==> src/rtl/pipe_sched_if.sv <==
// Pipeline hazard/scheduler bundle: stage inputs from the datapath, stage controls back out.
// Pure wiring; no latency of its own.
// No backpressure: the scheduler's outputs are the backpressure for the pipeline.
interface pipe_sched_if;
  // Hazard-detection inputs from the pipeline stages
  logic        EX_MemRead;
  logic [4:0]  EX_rt;
  logic [4:0]  ID_rs;
  logic [4:0]  ID_rt;
  logic        MEM_Branch_taken;
  logic        MEM_MemRead;
  logic        MEM_MemWrite;
  logic        dmem_ack;

  // Stage-register controls and status
  logic        dmem_req;
  logic        pc_we;
  logic        IF_ID_we;
  logic        EX_MEM_we;
  logic        IF_ID_flush;
  logic        ID_EX_flush;
  logic        EX_MEM_flush;
  logic        ID_EX_bubble;
  logic        MEM_WB_bubble;
  logic [15:0] stall_cnt;
  logic [15:0] flush_cnt;
  logic        mem_err;

  // Pipeline datapath side: drives hazard inputs, consumes controls
  modport master (
    output EX_MemRead, EX_rt, ID_rs, ID_rt, MEM_Branch_taken,
           MEM_MemRead, MEM_MemWrite, dmem_ack,
    input  dmem_req, pc_we, IF_ID_we, EX_MEM_we, IF_ID_flush, ID_EX_flush,
           EX_MEM_flush, ID_EX_bubble, MEM_WB_bubble, stall_cnt, flush_cnt, mem_err
  );

  // Scheduler side
  modport slave (
    input  EX_MemRead, EX_rt, ID_rs, ID_rt, MEM_Branch_taken,
           MEM_MemRead, MEM_MemWrite, dmem_ack,
    output dmem_req, pc_we, IF_ID_we, EX_MEM_we, IF_ID_flush, ID_EX_flush,
           EX_MEM_flush, ID_EX_bubble, MEM_WB_bubble, stall_cnt, flush_cnt, mem_err
  );
endinterface

==> src/rtl/pipe_sched.sv <==
// Pipeline scheduler: memory-wait freeze, branch flush and load-use stall control.
// Stage controls are combinational (zero-cycle); counters/flags update on the next edge.
// A pending data-memory access freezes the whole pipeline until ack or a 255-cycle timeout.
module pipe_sched (
  input  logic         clk,
  input  logic         reset,
  pipe_sched_if.slave  bus
);

  typedef enum logic [0:0] {
    RUN      = 1'b0,
    MEM_WAIT = 1'b1
  } state_t;

  localparam logic [7:0]  WAIT_LIMIT = 8'hFF;
  localparam logic [15:0] CNT_MAX    = 16'hFFFF;

  state_t      state_q, state_d;
  logic [7:0]  wait_q, wait_d;
  logic [15:0] stall_cnt_q, stall_cnt_d;
  logic [15:0] flush_cnt_q, flush_cnt_d;
  logic        mem_err_q, mem_err_d;

  logic mem_access;
  logic timeout;
  logic freeze;
  logic flush;
  logic hazard;
  logic load_use;

  // Event classification with priority freeze > flush > load-use
  always_comb begin
    mem_access = bus.MEM_MemRead | bus.MEM_MemWrite;
    // The counter only leaves zero while waiting, so hitting the limit means
    // 255 freeze cycles have already elapsed; this cycle is treated as an ack.
    timeout    = (state_q == MEM_WAIT) && (wait_q == WAIT_LIMIT) && !bus.dmem_ack;
    freeze     = mem_access && !bus.dmem_ack && !timeout;
    flush      = !freeze && bus.MEM_Branch_taken;
    // $0 is hardwired zero, so a load into it never creates a dependency
    hazard     = bus.EX_MemRead && (bus.EX_rt != 5'd0) &&
                 ((bus.EX_rt == bus.ID_rs) || (bus.EX_rt == bus.ID_rt));
    load_use   = !freeze && !flush && hazard;
  end

  // Next-state: wait tracking, sticky timeout flag, saturating event counters
  always_comb begin
    state_d     = RUN;
    wait_d      = 8'd0;
    stall_cnt_d = stall_cnt_q;
    flush_cnt_d = flush_cnt_q;
    mem_err_d   = mem_err_q | timeout;

    if (freeze) begin
      state_d = MEM_WAIT;
      wait_d  = wait_q + 8'd1;
    end

    if (flush && (flush_cnt_q != CNT_MAX)) begin
      flush_cnt_d = flush_cnt_q + 16'd1;
    end

    if (load_use && (stall_cnt_q != CNT_MAX)) begin
      stall_cnt_d = stall_cnt_q + 16'd1;
    end
  end

  // FSM and counter state; reset aborts any outstanding wait
  always_ff @(posedge clk or posedge reset) begin
    if (reset) begin
      state_q     <= RUN;
      wait_q      <= 8'd0;
      stall_cnt_q <= 16'd0;
      flush_cnt_q <= 16'd0;
      mem_err_q   <= 1'b0;
    end else begin
      state_q     <= state_d;
      wait_q      <= wait_d;
      stall_cnt_q <= stall_cnt_d;
      flush_cnt_q <= flush_cnt_d;
      mem_err_q   <= mem_err_d;
    end
  end

  // Stage controls; reset forces every stage register to hold a NOP
  always_comb begin
    bus.dmem_req      = 1'b0;
    bus.pc_we         = 1'b0;
    bus.IF_ID_we      = 1'b0;
    bus.EX_MEM_we     = 1'b0;
    bus.IF_ID_flush   = 1'b1;
    bus.ID_EX_flush   = 1'b1;
    bus.EX_MEM_flush  = 1'b1;
    bus.ID_EX_bubble  = 1'b1;
    bus.MEM_WB_bubble = 1'b1;

    if (!reset) begin
      bus.dmem_req      = mem_access;
      bus.IF_ID_flush   = 1'b0;
      bus.ID_EX_flush   = 1'b0;
      bus.EX_MEM_flush  = 1'b0;
      bus.ID_EX_bubble  = 1'b0;
      bus.MEM_WB_bubble = 1'b0;
      if (freeze) begin
        // Everything holds; MEM/WB takes a bubble so WB does not repeat
        bus.MEM_WB_bubble = 1'b1;
      end else if (flush) begin
        // PC mux already points at the target; squash the three younger stages
        bus.pc_we        = 1'b1;
        bus.IF_ID_we     = 1'b1;
        bus.EX_MEM_we    = 1'b1;
        bus.IF_ID_flush  = 1'b1;
        bus.ID_EX_flush  = 1'b1;
        bus.EX_MEM_flush = 1'b1;
      end else if (load_use) begin
        // Hold IF/ID, let the load move on; one cycle is always enough
        bus.EX_MEM_we    = 1'b1;
        bus.ID_EX_bubble = 1'b1;
      end else begin
        bus.pc_we     = 1'b1;
        bus.IF_ID_we  = 1'b1;
        bus.EX_MEM_we = 1'b1;
      end
    end
  end

  assign bus.stall_cnt = stall_cnt_q;
  assign bus.flush_cnt = flush_cnt_q;
  assign bus.mem_err   = mem_err_q;

endmodule

==> src/flat_wrapper.sv <==
// flat-port wrapper written by rule: the top's interface ports become plain ports
module pipe_sched_flat 
  (clk, reset, bus_EX_MemRead, bus_EX_rt, bus_ID_rs, bus_ID_rt, bus_MEM_Branch_taken, bus_MEM_MemRead, bus_MEM_MemWrite, bus_dmem_ack, bus_dmem_req, bus_pc_we, bus_IF_ID_we, bus_EX_MEM_we, bus_IF_ID_flush, bus_ID_EX_flush, bus_EX_MEM_flush, bus_ID_EX_bubble, bus_MEM_WB_bubble, bus_stall_cnt, bus_flush_cnt, bus_mem_err);
  pipe_sched_if bus_i ();
  input  logic clk;
  input  logic reset;
  input wire logic [$bits(bus_i.EX_MemRead)-1:0] bus_EX_MemRead;
  input wire logic [$bits(bus_i.EX_rt)-1:0] bus_EX_rt;
  input wire logic [$bits(bus_i.ID_rs)-1:0] bus_ID_rs;
  input wire logic [$bits(bus_i.ID_rt)-1:0] bus_ID_rt;
  input wire logic [$bits(bus_i.MEM_Branch_taken)-1:0] bus_MEM_Branch_taken;
  input wire logic [$bits(bus_i.MEM_MemRead)-1:0] bus_MEM_MemRead;
  input wire logic [$bits(bus_i.MEM_MemWrite)-1:0] bus_MEM_MemWrite;
  input wire logic [$bits(bus_i.dmem_ack)-1:0] bus_dmem_ack;
  output wire logic [$bits(bus_i.dmem_req)-1:0] bus_dmem_req;
  output wire logic [$bits(bus_i.pc_we)-1:0] bus_pc_we;
  output wire logic [$bits(bus_i.IF_ID_we)-1:0] bus_IF_ID_we;
  output wire logic [$bits(bus_i.EX_MEM_we)-1:0] bus_EX_MEM_we;
  output wire logic [$bits(bus_i.IF_ID_flush)-1:0] bus_IF_ID_flush;
  output wire logic [$bits(bus_i.ID_EX_flush)-1:0] bus_ID_EX_flush;
  output wire logic [$bits(bus_i.EX_MEM_flush)-1:0] bus_EX_MEM_flush;
  output wire logic [$bits(bus_i.ID_EX_bubble)-1:0] bus_ID_EX_bubble;
  output wire logic [$bits(bus_i.MEM_WB_bubble)-1:0] bus_MEM_WB_bubble;
  output wire logic [$bits(bus_i.stall_cnt)-1:0] bus_stall_cnt;
  output wire logic [$bits(bus_i.flush_cnt)-1:0] bus_flush_cnt;
  output wire logic [$bits(bus_i.mem_err)-1:0] bus_mem_err;
  assign bus_i.EX_MemRead = bus_EX_MemRead;
  assign bus_i.EX_rt = bus_EX_rt;
  assign bus_i.ID_rs = bus_ID_rs;
  assign bus_i.ID_rt = bus_ID_rt;
  assign bus_i.MEM_Branch_taken = bus_MEM_Branch_taken;
  assign bus_i.MEM_MemRead = bus_MEM_MemRead;
  assign bus_i.MEM_MemWrite = bus_MEM_MemWrite;
  assign bus_i.dmem_ack = bus_dmem_ack;
  assign bus_dmem_req = bus_i.dmem_req;
  assign bus_pc_we = bus_i.pc_we;
  assign bus_IF_ID_we = bus_i.IF_ID_we;
  assign bus_EX_MEM_we = bus_i.EX_MEM_we;
  assign bus_IF_ID_flush = bus_i.IF_ID_flush;
  assign bus_ID_EX_flush = bus_i.ID_EX_flush;
  assign bus_EX_MEM_flush = bus_i.EX_MEM_flush;
  assign bus_ID_EX_bubble = bus_i.ID_EX_bubble;
  assign bus_MEM_WB_bubble = bus_i.MEM_WB_bubble;
  assign bus_stall_cnt = bus_i.stall_cnt;
  assign bus_flush_cnt = bus_i.flush_cnt;
  assign bus_mem_err = bus_i.mem_err;
  pipe_sched u_core (.clk(clk), .reset(reset), .bus(bus_i));
endmodule
==> config.mk <==
export PLATFORM = sky130hd
export DESIGN_NAME = pipe_sched_flat
export DESIGN_NICKNAME = d
export VERILOG_FILES = /design/src/rtl/pipe_sched_if.sv /design/src/rtl/pipe_sched.sv /design/src/flat_wrapper.sv
export SDC_FILE = /design/constraint.sdc
export NUM_CORES = 1
export LEC_CHECK = 0
export BUFFER_PORTS_ARGS = -buffer_cell sky130_fd_sc_hd__buf_2
export CAP_MARGIN = 40
export CORE_MARGIN = 1.5
export CORE_UTILIZATION = 50
export DETAILED_ROUTE_END_ITERATION = 10
export GPL_ROUTABILITY_DRIVEN = 0
export GPL_TIMING_DRIVEN = 0
export HOLD_SLACK_MARGIN = 0.15
export PLACE_DENSITY = 0.77
export SLEW_MARGIN = 20
export SYNTH_ARGS = -nofsm -noshare
export SYNTH_HDL_FRONTEND = slang
export SYNTH_SLANG_ARGS = --single-unit
==> constraint.sdc <==
create_clock -name clk -period 5.86 [get_ports clk]
set_input_delay 1.758 -clock clk [delete_from_list [all_inputs] [get_ports clk]]
set_output_delay 1.758 -clock clk [all_outputs]
set_load 0.1 [all_outputs]
Word-level counts from Yosys, hierarchy flattened
Cells that the tools add are included.
{ "totals": {"reg_bits": 42, "inputBits": 22, "out_inout_bits": 42, "elab_cells": 49} }
{ "classes": {"add_sub_neg": 3, "n_eq_ne": 5, "muxes": 17, "bitwise_logic": 2, "reduce_logical": 17} }
{ "ops": {"columns": ["op", "count"], "rows": [
  ["16-bit by 1-bit adder with 16-bit output, second input constant", 2],
  ["16-bit inequality test, second input constant", 2],
  ["1-bit two-way mux", 16],
  ["1-bit logical AND", 11],
  ["5-bit equality test", 2],
  ["8-bit by 1-bit adder with 8-bit output, second input constant", 1],
  ["8-bit equality test, second input constant", 1],
  ["8-bit two-way mux", 1],
  ["5-bit nonzero test", 1],
  ["1-bit zero test", 4],
  ["1-bit OR", 2],
  ["1-bit logical OR", 1]
]} }

Logic depth before layout (Yosys ltp)
{ "depth": {"depth_word": 14, "depth_mapped": 7, "depth_no_buf": 7} }

Least setup slack after synthesis
No wires, ideal clock.
{ "synth_timing": {"path_type": "input to output", "start": "input port reset", "end": "output port bus_pc_we", "t_arrival_ns": 5.745, "required_ns": 4.102, "setup_slack_ns": -1.643, "cell_stages": 4, "n_path_buf": 1, "path_cell_list": "inv_1 -> nand2_1 -> nor2_1 -> buf_4"} }
{ "synth_between": {"elab_chain_cells": 1} }
{ "synth_rtl": {"columns": ["item", "line_no", "text"], "rows": [
  ["start, declared", "flat_wrapper.sv:6", "input logic reset;"],
  ["1-bit two-way mux", null, null],
  ["end, declared", "flat_wrapper.sv:16", "output wire logic [$bits(bus_i.pc_we)-1:0] bus_pc_we;"]
]} }
No other way between the ends.

Worst setup path in the final report
{ "layout_timing": {"start": "input port bus_EX_rt[0]", "end": "output port bus_ID_EX_bubble"} }
{ "layout_between": {"elab_chain_cells": 8, "word_cells_on_any_way": 11, "classes_between": "eq/ne: 2; mux: 4; reduce/logical: 5"} }
{ "layout_rtl": {"columns": ["item", "line_no", "text"], "rows": [
  ["start, declared", "flat_wrapper.sv:8", "input wire logic [$bits(bus_i.EX_rt)-1:0] bus_EX_rt;"],
  ["5-bit equality test / 5-bit nonzero test (equally long branches)", "pipe_sched.sv:41, pipe_sched.sv:40", null],
  ["1-bit logical OR / 1-bit logical AND (equally long branches)", "pipe_sched.sv:41, pipe_sched.sv:40", null],
  ["1-bit logical AND *", "pipe_sched.sv:40", "hazard = bus.EX_MemRead && (bus.EX_rt != 5'd0) &&"],
  ["1-bit logical AND *", "pipe_sched.sv:42", "load_use = !freeze && !flush && hazard;"],
  ["1-bit two-way mux *", "pipe_sched.sv:114", "end else if (load_use) begin"],
  ["1-bit two-way mux *", "pipe_sched.sv:106", "end else if (flush) begin"],
  ["1-bit two-way mux *", "pipe_sched.sv:103", "if (freeze) begin"],
  ["1-bit two-way mux *", "pipe_sched.sv:96", "if (!reset) begin"],
  ["end, declared", "flat_wrapper.sv:22", "output wire logic [$bits(bus_i.ID_EX_bubble)-1:0] bus_ID_EX_bubble;"]
]} }
Mark *: on every way between the ends. The rest lies on a longest branch, timed or not.

==> impl_summary.md <==
Route
After detailed routing, the total wire length is ~4600 um. The per-cell routed wire length is approximately 14 um. The remaining antenna violation count is 0. The number of DRC markers in iteration 0 is 68.

The total vias in the final route is around 1800. Wire segments on met2 add up to between 2000 and 2500 um in the final route. After detailed routing, the number of remaining DRC violations is 0. In the detailed route, the total length drawn on met3 is 291 um. The top metal layer carrying routed signals is met4. The via density per instance is ~5.4. For this run, the detailed router's first-pass iteration total came to 4. The detailed-routing wirelength on met1 is approximately 2100 um.

Yosys
After synthesis, the cell types taking the most area are sky130_fd_sc_hd__dfrtp_1 48%, sky130_fd_sc_hd__xnor2_1 14%, sky130_fd_sc_hd__nand3_1 4.3%. The area share of the largest cell type after synthesis is 0.477. The share of the yosys chip area belonging to registers is 0.477.

The summed instance area of the synthesized netlist is approximately 0.0022 mm2. The number of flip-flops and latches in the synthesized netlist is 42. The number of warning messages in the yosys log is 0. The average instance in the mapped netlist occupies just over 10 um2. The number of cells produced by synthesis is around 220. The number of distinct library cell variants in the gate-level netlist after synthesis is 35. The number of nets in the synthesized netlist is 243. sky130_fd_sc_hd__dfrtp_1 takes more of the synthesized area than any other cell.

Power and ir drop
Summed over all cells, the static leakage comes to 1.32 nW. The share of total power dissipated in sequential elements is 0.412. In this run the power spent charging and discharging nets is 0.388 mW. VDD sags by at most approximately 0.3 mV. Of the total power, the share spent switching nets is 0.461.

The combinational cell fraction of total power is 0.379. Cell internal power was estimated by the tool at 0.455 mW. The power density over cell area is 313 mW/mm2.

The share of total power dissipated in the clock network is 0.209.

Place
Input and output buffers added on the ports amount to between 60 and 70. The total placed instance area is around 0.0026 mm2. Detailed placement finished with a half-perimeter wire length of between 3000 and 4000 um. In this run, placement finished with an instance count of ~330. The minimum setup slack after placement is 0.400 ns.

Timing
The max-slew violation total from the final report is 0. Across the routed clock network, the largest skew measured is between 0.005 and 0.006 ns. Setup repair after global routing left no endpoint under its margin.

The final-report hold violation count came to 0. Setup total negative slack on the finished layout was measured at 0 ns. The final critical delay including setup and external delays is around 5.5 ns. The remaining max-slew budget at the tightest pin is 0.543. The highest achievable clock rate is 183 MHz. Setup violations remaining at the end of the flow were counted as 0. The worst-margin pin slew is 0.686 ns.

Once routing completed, OpenROAD measured the worst setup slack at between 0.3 and 0.4 ns. In the finished design, the share of the clock period the worst path needs comes to 0.934.

CTS
In this run the number of H-tree levels came out at 2. The total clock sinks is between 40 and 50. The number of CTS-inserted buffers is 5. The clock tree buffer depth is 2. The tree is rooted in a sky130_fd_sc_hd__clkbuf_8. TritonCTS built the clock tree.

The clock latency on the worst-skew pair is between 0.2 and 0.3 ns. The number of hold buffers added after CTS was 0. The clock transition at the registers of the reported paths is ~0.070 ns. The number of setup buffers added after CTS is 0. After clock tree synthesis, the repair step resized 0 gates.

Cells and area
The summed area of non-filler cells in the final layout is 0.00269 mm2. The finished layout holds 339 standard cells, fillers aside. The signed area change from the synthesized netlist to the final layout is 22.3%. The final core utilization is 0.655.

In the layout the commonest cells are 63 x sky130_fd_sc_hd__buf_2, 42 x sky130_fd_sc_hd__dfrtp_1, 34 x sky130_fd_sc_hd__xnor2_1. After the last flow step, the layout net total stands at about 310. Leaving out fill and tap cells, the most frequent cell in the layout is sky130_fd_sc_hd__buf_2. The share of cells above drive strength 1 is 0.294. 0 antenna diodes ended up in the layout.

Global route
The total overflow reported by the global router is 0. The overall track demand over capacity in global routing is 0.206. Entering global routing, the biggest net connects 35 pins. The number of global-route vias before repair is between 1500 and 2000.

The number of antenna violations at the first check in global routing is 0. The first global-routing pass estimated between 8000 and 9000 um of wire.

Die
The initial utilization of the core area, before any placement, comes to 0.535. The cell row count is 23. The die covers about 0.0048 mm2.

The chip height is slightly below 70 um. 64 I/O pins were placed. The die extent in x is between 60 and 70 um. The core footprint is 0.00412 mm2.

Worst setup path
The critical path contains buffers and inverters numbering 3 combined. In this design, the stage delay of the slowest critical-path cell is around 0.55 ns. For the worst setup path, the data required time is just over 4 ns. The cell with the biggest individual delay on the critical path is sky130_fd_sc_hd__o22ai_1.

Data arrives at the worst endpoint at ~3.7 ns. STA classifies the critical path startpoint as an input port. The signal on the critical path passes through buf_2 -> xnor2_1 -> nand3_1 -> o22ai_1 -> clkbuf_1 -> nand2_1 -> nand2_1 -> buf_2. STA classifies the critical path endpoint as an output pin. The family of cells with the greatest summed delay on the critical path is buffers and inverters. By startpoint and endpoint, the worst setup path is classified as input port to output pin. The largest fanout on the critical path is 10.

Run
Across the run, the number of max-cap violations was 0.

Status
The flow ran to the end, and the final reports show no timing, DRC or antenna violations.

Min path
The worst min-delay path class is flop to flop.
layout make-up:
class	count	area [um2]
tap	50	62.6
clock buffer	5	68.8
timing repair buffer	64	335
fill	359	1420
clock inverter	2	10.0
buffer	6	33.8
inverter	6	26.3
multi-input combinational	164	1110
sequential	42	1050
Yosys cell counts:
master / count
sky130_fd_sc_hd__dfrtp_1: 42
sky130_fd_sc_hd__xnor2_1: 34
sky130_fd_sc_hd__nand2_1: 24
sky130_fd_sc_hd__nand3_1: 19
sky130_fd_sc_hd__nor2_1: 17
sky130_fd_sc_hd__and3_1: 11
sky130_fd_sc_hd__nand4_1: 10
sky130_fd_sc_hd__xor2_1: 10
sky130_fd_sc_hd__inv_1: 5
sky130_fd_sc_hd__nor2b_1: 4
sky130_fd_sc_hd__nor3_1: 4
sky130_fd_sc_hd__and2_1: 3
sky130_fd_sc_hd__buf_4: 3
sky130_fd_sc_hd__clkbuf_1: 3
sky130_fd_sc_hd__ha_1: 3
sky130_fd_sc_hd__a31oi_1: 2
sky130_fd_sc_hd__and4_1: 2
sky130_fd_sc_hd__nand4b_1: 2
sky130_fd_sc_hd__nor4_1: 2
sky130_fd_sc_hd__or2_2: 2
sky130_fd_sc_hd__or4_1: 2
sky130_fd_sc_hd__a21oi_1: 1
sky130_fd_sc_hd__a311oi_4: 1
sky130_fd_sc_hd__a41oi_1: 1
sky130_fd_sc_hd__inv_2: 1
sky130_fd_sc_hd__mux2_1: 1
sky130_fd_sc_hd__nand2_2: 1
sky130_fd_sc_hd__o2111a_1: 1
sky130_fd_sc_hd__o211a_1: 1
sky130_fd_sc_hd__o211ai_2: 1
sky130_fd_sc_hd__o21ai_0: 1
sky130_fd_sc_hd__o21ba_2: 1
sky130_fd_sc_hd__o21bai_1: 1
sky130_fd_sc_hd__o22ai_1: 1
sky130_fd_sc_hd__o31ai_4: 1
through the flow:
stage          power, mW  hold slack, ns
2_1_floorplan      0.614           0.448
3_3_place_gp       0.669           0.464
3_5_place_dp       0.675           0.465
4_1_cts            0.852           0.487
5_1_grt            0.881           0.515
6_report           0.843           0.485
registers in the layout, indices dropped and copies added, names as in the netlist:
register / flops
u_core.bus.flush_cnt: 16
u_core.bus.stall_cnt: 16
u_core.wait_q: 8
u_core.bus.mem_err: 1
u_core.state_q: 1
power groups by stage:
stage | Clock, mW | Combinational, mW | Sequential (mW)
final | 0.176 | 0.319 | 0.347
after global routing | 0.192 | 0.336 | 0.352
after CTS | 0.182 | 0.322 | 0.348
after detailed placement | 0 | 0.321 | 0.354
after global placement | 0 | 0.316 | 0.353
after floorplan | 0 | 0.0917 | 0.522
path summary, 6_finish.rpt:
check                                          from                        to  slack, ns  cells after the start
min reg2reg                u_core.bus.flush_cnt[11]  u_core.bus.flush_cnt[11]       0.48                      1
max                                    bus_EX_rt[0]          bus_ID_EX_bubble       0.39                      8
min                        u_core.bus.flush_cnt[11]  u_core.bus.flush_cnt[11]       0.48                      1
min in group asynchronous                     reset  u_core.bus.stall_cnt[12]       1.42                      2
max reg2reg                        u_core.wait_q[0]   u_core.bus.stall_cnt[1]       3.54                      7
max in group asynchronous                     reset   u_core.bus.stall_cnt[8]       4.00                      3
logic make-up (layout without fill, tap and decap cells):
group                    Yosys count  after routing  synth area share
flip-flops                        42             42             0.477
buffers and inverters             12             83            0.0256
XOR/XNOR                          44             44             0.175
multiplexers                       1              1           0.00511
AND/OR/NAND/NOR                  103            103             0.239
adder cells (fa/ha/maj)            3              3            0.0170
AO/OA/AOI/OAI                     13             13            0.0619
per-layer routing:
metal  vias up  global-route usage
met5         -                   0
met4         0               0.100
met3        11              0.0392
met2        64               0.312
met1       869               0.283
li1        887                   -
No activity file was read; power rests on OpenSTA's default activity.
